<file path="config.mk">
export PLATFORM = sky130hd
export DESIGN_NAME = alu_mc_ctrl
export DESIGN_NICKNAME = d
export VERILOG_FILES = /design/src/rtl/ariane_pkg.sv /design/src/rtl/alu_mc_ctrl.sv
export SDC_FILE = /design/constraint.sdc
export NUM_CORES = 1
export LEC_CHECK = 0
export CORE_AREA = 2 2 239 241
export CTS_CLUSTER_DIAMETER = 60
export CTS_CLUSTER_SIZE = 12
export DETAILED_ROUTE_END_ITERATION = 8
export DIE_AREA = 0 0 241 243
export SKIP_LAST_GASP = 1
export SLEW_MARGIN = 40
export SYNTH_ARGS = -nofsm -noshare
export SYNTH_HDL_FRONTEND = slang
export SYNTH_SLANG_ARGS = --single-unit
</file>
<file path="constraint.sdc">
create_clock -name clk_i -period 2.6 [get_ports clk_i]
set_clock_uncertainty 0.15 [all_clocks]
set_input_delay 0.52 -clock clk_i [delete_from_list [all_inputs] [get_ports clk_i]]
set_output_delay 0.52 -clock clk_i [all_outputs]
set_load 0.1 [all_outputs]
</file>
<file path="src/rtl/ariane_pkg.sv">
// Shared types for the issue path and the ALU multi-cycle controller.
package ariane_pkg;

  localparam int unsigned TRANS_ID_BITS     = 3;
  // Default busy-cycle budget for BEXT/BDEP before the controller gives up.
  localparam int unsigned ALU_MC_MAX_CYCLES = 72;

  typedef enum logic [6:0] {
    ADD,
    SUB,
    XORL,
    ORL,
    ANDL,
    BEXT,
    BDEP
  } fu_op;

  typedef struct packed {
    fu_op                     operator;
    logic [63:0]              operand_a;
    logic [63:0]              operand_b;
    logic [63:0]              imm;
    logic [TRANS_ID_BITS-1:0] trans_id;
  } fu_data_t;

  typedef enum logic [1:0] {
    AluMcIdle,
    AluMcBusy,
    AluMcAbort
  } alu_mc_state_e;

  // Operators that run on the multi-cycle bit-manipulation engine.
  function automatic logic is_mc_op(fu_op op);
    return (op == BEXT) || (op == BDEP);
  endfunction

endpackage

</file>
<file path="src/rtl/alu_mc_ctrl.sv">
// Issue-side controller for the ALU multi-cycle path: passes single-cycle ops
// through, holds operands for BEXT/BDEP, and writes back one tagged result per op.
module alu_mc_ctrl
  import ariane_pkg::*;
#(
  parameter int unsigned MaxCycles = ALU_MC_MAX_CYCLES,
  parameter int unsigned CntWidth  = $clog2(MaxCycles + 1)
) (
  input  logic                     clk_i,
  input  logic                     rst_ni,
  input  logic                     flush_i,
  input  fu_data_t                 fu_data_i,
  input  logic                     alu_valid_i,
  output logic                     alu_ready_o,
  output fu_data_t                 fu_data_o,
  input  logic [63:0]              alu_result_i,
  input  logic                     mc_done_i,
  input  logic [63:0]              mc_result_i,
  output logic                     alu_valid_o,
  output logic [63:0]              alu_result_o,
  output logic [TRANS_ID_BITS-1:0] alu_trans_id_o,
  output logic                     timeout_o,
  output logic                     busy_o
);

  alu_mc_state_e       state_q, state_d;
  fu_data_t            hold_q, hold_d;
  logic [CntWidth-1:0] cnt_q, cnt_d;

  logic issue_ok;
  logic mc_accept;
  logic timeout_hit;

  assign issue_ok    = alu_valid_i & ~flush_i;
  assign mc_accept   = issue_ok & is_mc_op(fu_data_i.operator);
  // Last allowed BUSY cycle: the MaxCycles-th cycle since entering BUSY.
  assign timeout_hit = (cnt_q == CntWidth'(MaxCycles - 1));

  // State, hold register and busy counter.
  always_ff @(posedge clk_i or negedge rst_ni) begin
    if (!rst_ni) begin
      state_q <= AluMcIdle;
      hold_q  <= '0;
      cnt_q   <= '0;
    end else begin
      state_q <= state_d;
      hold_q  <= hold_d;
      cnt_q   <= cnt_d;
    end
  end

  // Next-state, operand capture and saturating counter.
  always_comb begin
    state_d = state_q;
    hold_d  = hold_q;
    cnt_d   = cnt_q;
    unique case (state_q)
      AluMcIdle: begin
        if (mc_accept) begin
          hold_d  = fu_data_i;
          cnt_d   = '0;
          state_d = AluMcBusy;
        end
      end
      AluMcBusy: begin
        if (cnt_q != CntWidth'(MaxCycles)) cnt_d = cnt_q + CntWidth'(1);
        if (flush_i) begin
          state_d = AluMcAbort;
        end else if (mc_done_i) begin
          state_d = AluMcIdle;
        end else if (timeout_hit) begin
          state_d = AluMcAbort;
        end
      end
      AluMcAbort: begin
        state_d = AluMcIdle;
      end
      default: begin
        state_d = AluMcIdle;
      end
    endcase
  end

  // Issue handshake, ALU drive and writeback.
  always_comb begin
    alu_ready_o    = 1'b0;
    fu_data_o      = hold_q;
    alu_valid_o    = 1'b0;
    alu_result_o   = '0;
    alu_trans_id_o = '0;
    timeout_o      = 1'b0;
    busy_o         = (state_q != AluMcIdle);
    unique case (state_q)
      AluMcIdle: begin
        alu_ready_o = 1'b1;
        fu_data_o   = fu_data_i;
        if (issue_ok && !is_mc_op(fu_data_i.operator)) begin
          alu_valid_o    = 1'b1;
          alu_result_o   = alu_result_i;
          alu_trans_id_o = fu_data_i.trans_id;
        end
      end
      AluMcBusy: begin
        // Flush beats done, done beats timeout.
        if (!flush_i) begin
          if (mc_done_i) begin
            alu_valid_o    = 1'b1;
            alu_result_o   = mc_result_i;
            alu_trans_id_o = hold_q.trans_id;
          end else if (timeout_hit) begin
            alu_valid_o    = 1'b1;
            alu_trans_id_o = hold_q.trans_id;
            timeout_o      = 1'b1;
          end
        end
      end
      AluMcAbort: begin
        // Changing the op lets the bit-extension engine drop its internal state.
        fu_data_o.operator  = ADD;
        fu_data_o.operand_a = '0;
        fu_data_o.operand_b = '0;
        fu_data_o.imm       = '0;
      end
      default: begin
        busy_o = 1'b1;
      end
    endcase
  end

endmodule

</file>
==> impl_metrics.json <==
{
  "grt_pass1_wl_microns": 85300,
  "drt_first_iter_violations": 334,
  "comb_power_share_pct": 37.5,
  "yosys_warnings": 0,
  "start_kind": "register",
  "worst_slack_ps": -367,
  "h-tree-depth": 1,
  "timing.rr.start": "state_q[0]",
  "syn_area_sq_um": 10700,
  "dp_slack_ps": -610,
  "netSwitchingFraction_pct": 35.7,
  "seqPwrFrac_pct": 32.0,
  "insertion_delay_ps": 540,
  "critPathRequiredTime_ps": 1930,
  "synthCells": 818,
  "p_leak_nw": 12.1,
  "die-area_sq_um": 58600,
  "path_class": "reg2out",
  "cts.sinks": 211,
  "io_pins": 608,
  "p_int_mw": 7.68,
  "ys_seq_area_share_pct": 49.6,
  "holdPathStages": 2,
  "grt_use_total_pct": 20.0,
  "worst-r2r-setup-slack_ps": 180,
  "whs_endpoint": "hold_q[196]",
  "p_total_mw": 11.9,
  "path_common_cell": "buf_12",
  "place_area_sq_um": 21600,
  "ys_types": 37,
  "violations": "negative setup slack",
  "grt_pass1_vias": 11800,
  "maxCapViolations": 0,
  "finalSetupViolCount": 272,
  "fmax_mhz": 337,
  "final_cell_count_no_fill": 2306,
  "min_period_over_period_pct": 114,
  "cpMaxStageDelayCell": "dfrtp_4",
  "core_area_sq_um": 56000,
  "clkTransAtPathRegs_ps": 60,
  "worst_slew_pin_slew_ps": 645,
  "cp.arrival_ps": 2300,
  "firstDrtPassIters": 4,
  "post-dp-hpwl_microns": 41400,
  "gp_congestion": 0.942,
  "fp.dieW_microns": 241,
  "synthToLayoutAreaGrowth_pct": 142,
  "post_drt_wl_per_cell_microns": 26.5,
  "via_count": 10500,
  "hp-class": "in2reg",
  "crit_chain": "or2_4 -> buf_6 -> buf_12 -> inv_16 -> buf_12 -> mux2_4 -> buf_12",
  "hp-start": "fu_data_i[196]",
  "wirelength_microns": 61000,
  "grt.overflow.total": 0,
  "rsz0062_at_grt": "yes",
  "p_per_area_nw_per_um2": 464,
  "whs_ps": 299,
  "ant_nets": 0,
  "ys_ff_latch": 211,
  "root_buffer": "clkbuf_16",
  "cts_buffer_depth": 3,
  "utilization_pct": 46.0,
  "rows": 87,
  "synth.area.top_cells": "dfrtp_1 (50%), a22o_1 (22%), mux2_1 (13%), mux2_2 (8.3%), clkbuf_1 (1.9%)",
  "start_util_pct": 19.0,
  "cp_slowest_stage_delay_ps": 510,
  "netSwitchingPower_mw": 4.26,
  "nNetsFinal": 1857,
  "drive_gt1_share_pct": 53.7,
  "grt_max_degree": 68,
  "syn_nets": 1155,
  "status": "finished with violations",
  "fillers": 4822,
  "vias_per_cell": 4.56,
  "synth.avg_cell_area_sq_um": 13.0,
  "r2r-end": "cnt_q[3]",
  "power_frac_clock_pct": 30.5,
  "cts_buffers": 26,
  "final_cell_area_sq_um": 25700,
  "slew_violations": 0,
  "worstPathMaxFanout": 4,
  "min_period_ps": 2970,
  "cts_tree": "done",
  "irDropWorstVdd_mv": 0.511,
  "port_buffers": 607,
  "hold_viol": 0,
  "fin_setup_tns_ps": -76520,
  "ff2ff_path_depth": 6,
  "worstSetupEndpointType": "output pin",
  "synth_top_area_share_pct": 49.6,
  "max_slew_margin_pct": 57.0,
  "antenna_found_initial": 23,
  "die_h_microns": 243,
  "drc_errors": 0,
  "synth_top_area_cell": "dfrtp_1",
  "placedCellCount": 2166
}
worst max path at each step:
stage	slack [ps]	startpoint	end	depth (start not counted)
after global placement	-650	fu_data_i[197]	alu_result_o[21]	8
after global routing	-420	state_q[0]	fu_data_o[0]	7
after CTS	-480	cnt_q[5]	timeout_o	5
after detailed placement	-610	fu_data_i[197]	alu_result_o[17]	8
final	-370	state_q[0]	fu_data_o[0]	7
after floorplan	-380	cnt_q[4]	timeout_o	3
registers in the layout, indices dropped and copies added (netlist names):
name and cells:
hold_q 202, state_q 2, cnt_q 7
worst max-delay path: cells and delay by family (launching register included):
family | cells | cell delay (ps)
buffers and inverters | 5 | 630
DFF | 1 | 510
muxes | 1 | 320
and+or+nand+nor | 1 | 280
cell type report:
cell class,instances,area [sq um],share of cell area [%]
well taps,756,946,3.68
multi-input cells,523,7370,28.7
clock inverters,12,145,0.564
repair buffers,751,11100,43.3
inverters,3,27.5,0.107
diodes,15,37.5,0.146
clock buffers,31,689,2.68
repair inverters,4,82.6,0.321
flip-flops and latches,211,5280,20.5
Yosys cell counts, drive strengths merged:
| library cell | n |
|---|---|
| buf | 28 |
| clkbuf | 53 |
| and3 | 1 |
| nor2 | 5 |
| nand3 | 6 |
| and2 | 7 |
| nor3b | 1 |
| or3b | 1 |
| a21o | 1 |
| mux2 | 200 |
| o2bb2ai | 2 |
| nor4 | 1 |
| o21ai | 3 |
| o31ai | 1 |
| nand2 | 6 |
| a211o | 1 |
| dfrtp | 211 |
| or2 | 2 |
| clkinv | 1 |
| nor3 | 2 |
| nor4b | 1 |
| nand2b | 4 |
| xor2 | 2 |
| nor2b | 1 |
| xnor2 | 1 |
| o41ai | 1 |
| inv | 2 |
| nand4 | 1 |
| or3 | 1 |
| a21oi | 1 |
| o21a | 2 |
| ha | 2 |
| a22o | 266 |
cell usage in the layout, fill, tap and decap left out, types with 4 or more instances in the layout:
cell / netlist / final
a22o_4: 0 / 265
buf_6: 10 / 11
buf_4: 4 / 47
buf_16: 0 / 23
nand2_1: 6 / 6
mux2_2: 79 / 76
and2_1: 7 / 5
buf_12: 0 / 321
clkbuf_16: 0 / 31
nor2_1: 5 / 4
clkdlybuf4s50_1: 0 / 328
buf_8: 0 / 10
dlygate4sd2_1: 0 / 4
mux2_1: 121 / 121
dfrtp_1: 211 / 210
diode_2: 0 / 15
nand3_1: 6 / 6
kinds of logic after synthesis:
group,count (synthesis),synth area share (%)
AOI/OAI and AO/OA,278,22.8
xor gates and xnor gates,3,0.247
adders and majority gates,2,0.235
buffers and inverters,84,3.85
DFF,211,49.6
muxes,200,21.1
and+or+nand+nor,40,2.17
power groups by stage:
stage          Combinational (mW)  Clock (mW)  Sequential, mW
2_1_floorplan                2.27           0            3.78
3_3_place_gp                 4.14           0            3.81
3_5_place_dp                 4.17           0            3.83
4_1_cts                      4.48        3.77            3.81
5_1_grt                      4.61        3.91            3.86
6_report                     4.48        3.65            3.82
what timing repair did:
item	in CTS	in global routing
gates resized for setup	287	50
endpoints found under the setup margin	272	272
pin swaps	79	29
hold endpoints to repair	58	0
gates cloned	34	7
buffers inserted	53	10
hold buffers	1	0
layer usage:
layer	wire, microns	GRT usage [%]	up-vias
met5	14	0	-
met4	3560	11.2	2
met3	4350	5.41	97
met2	31800	36.5	441
met1	21200	20.5	5326
li1	-	-	4641
(Power assumes the default switching activity.)
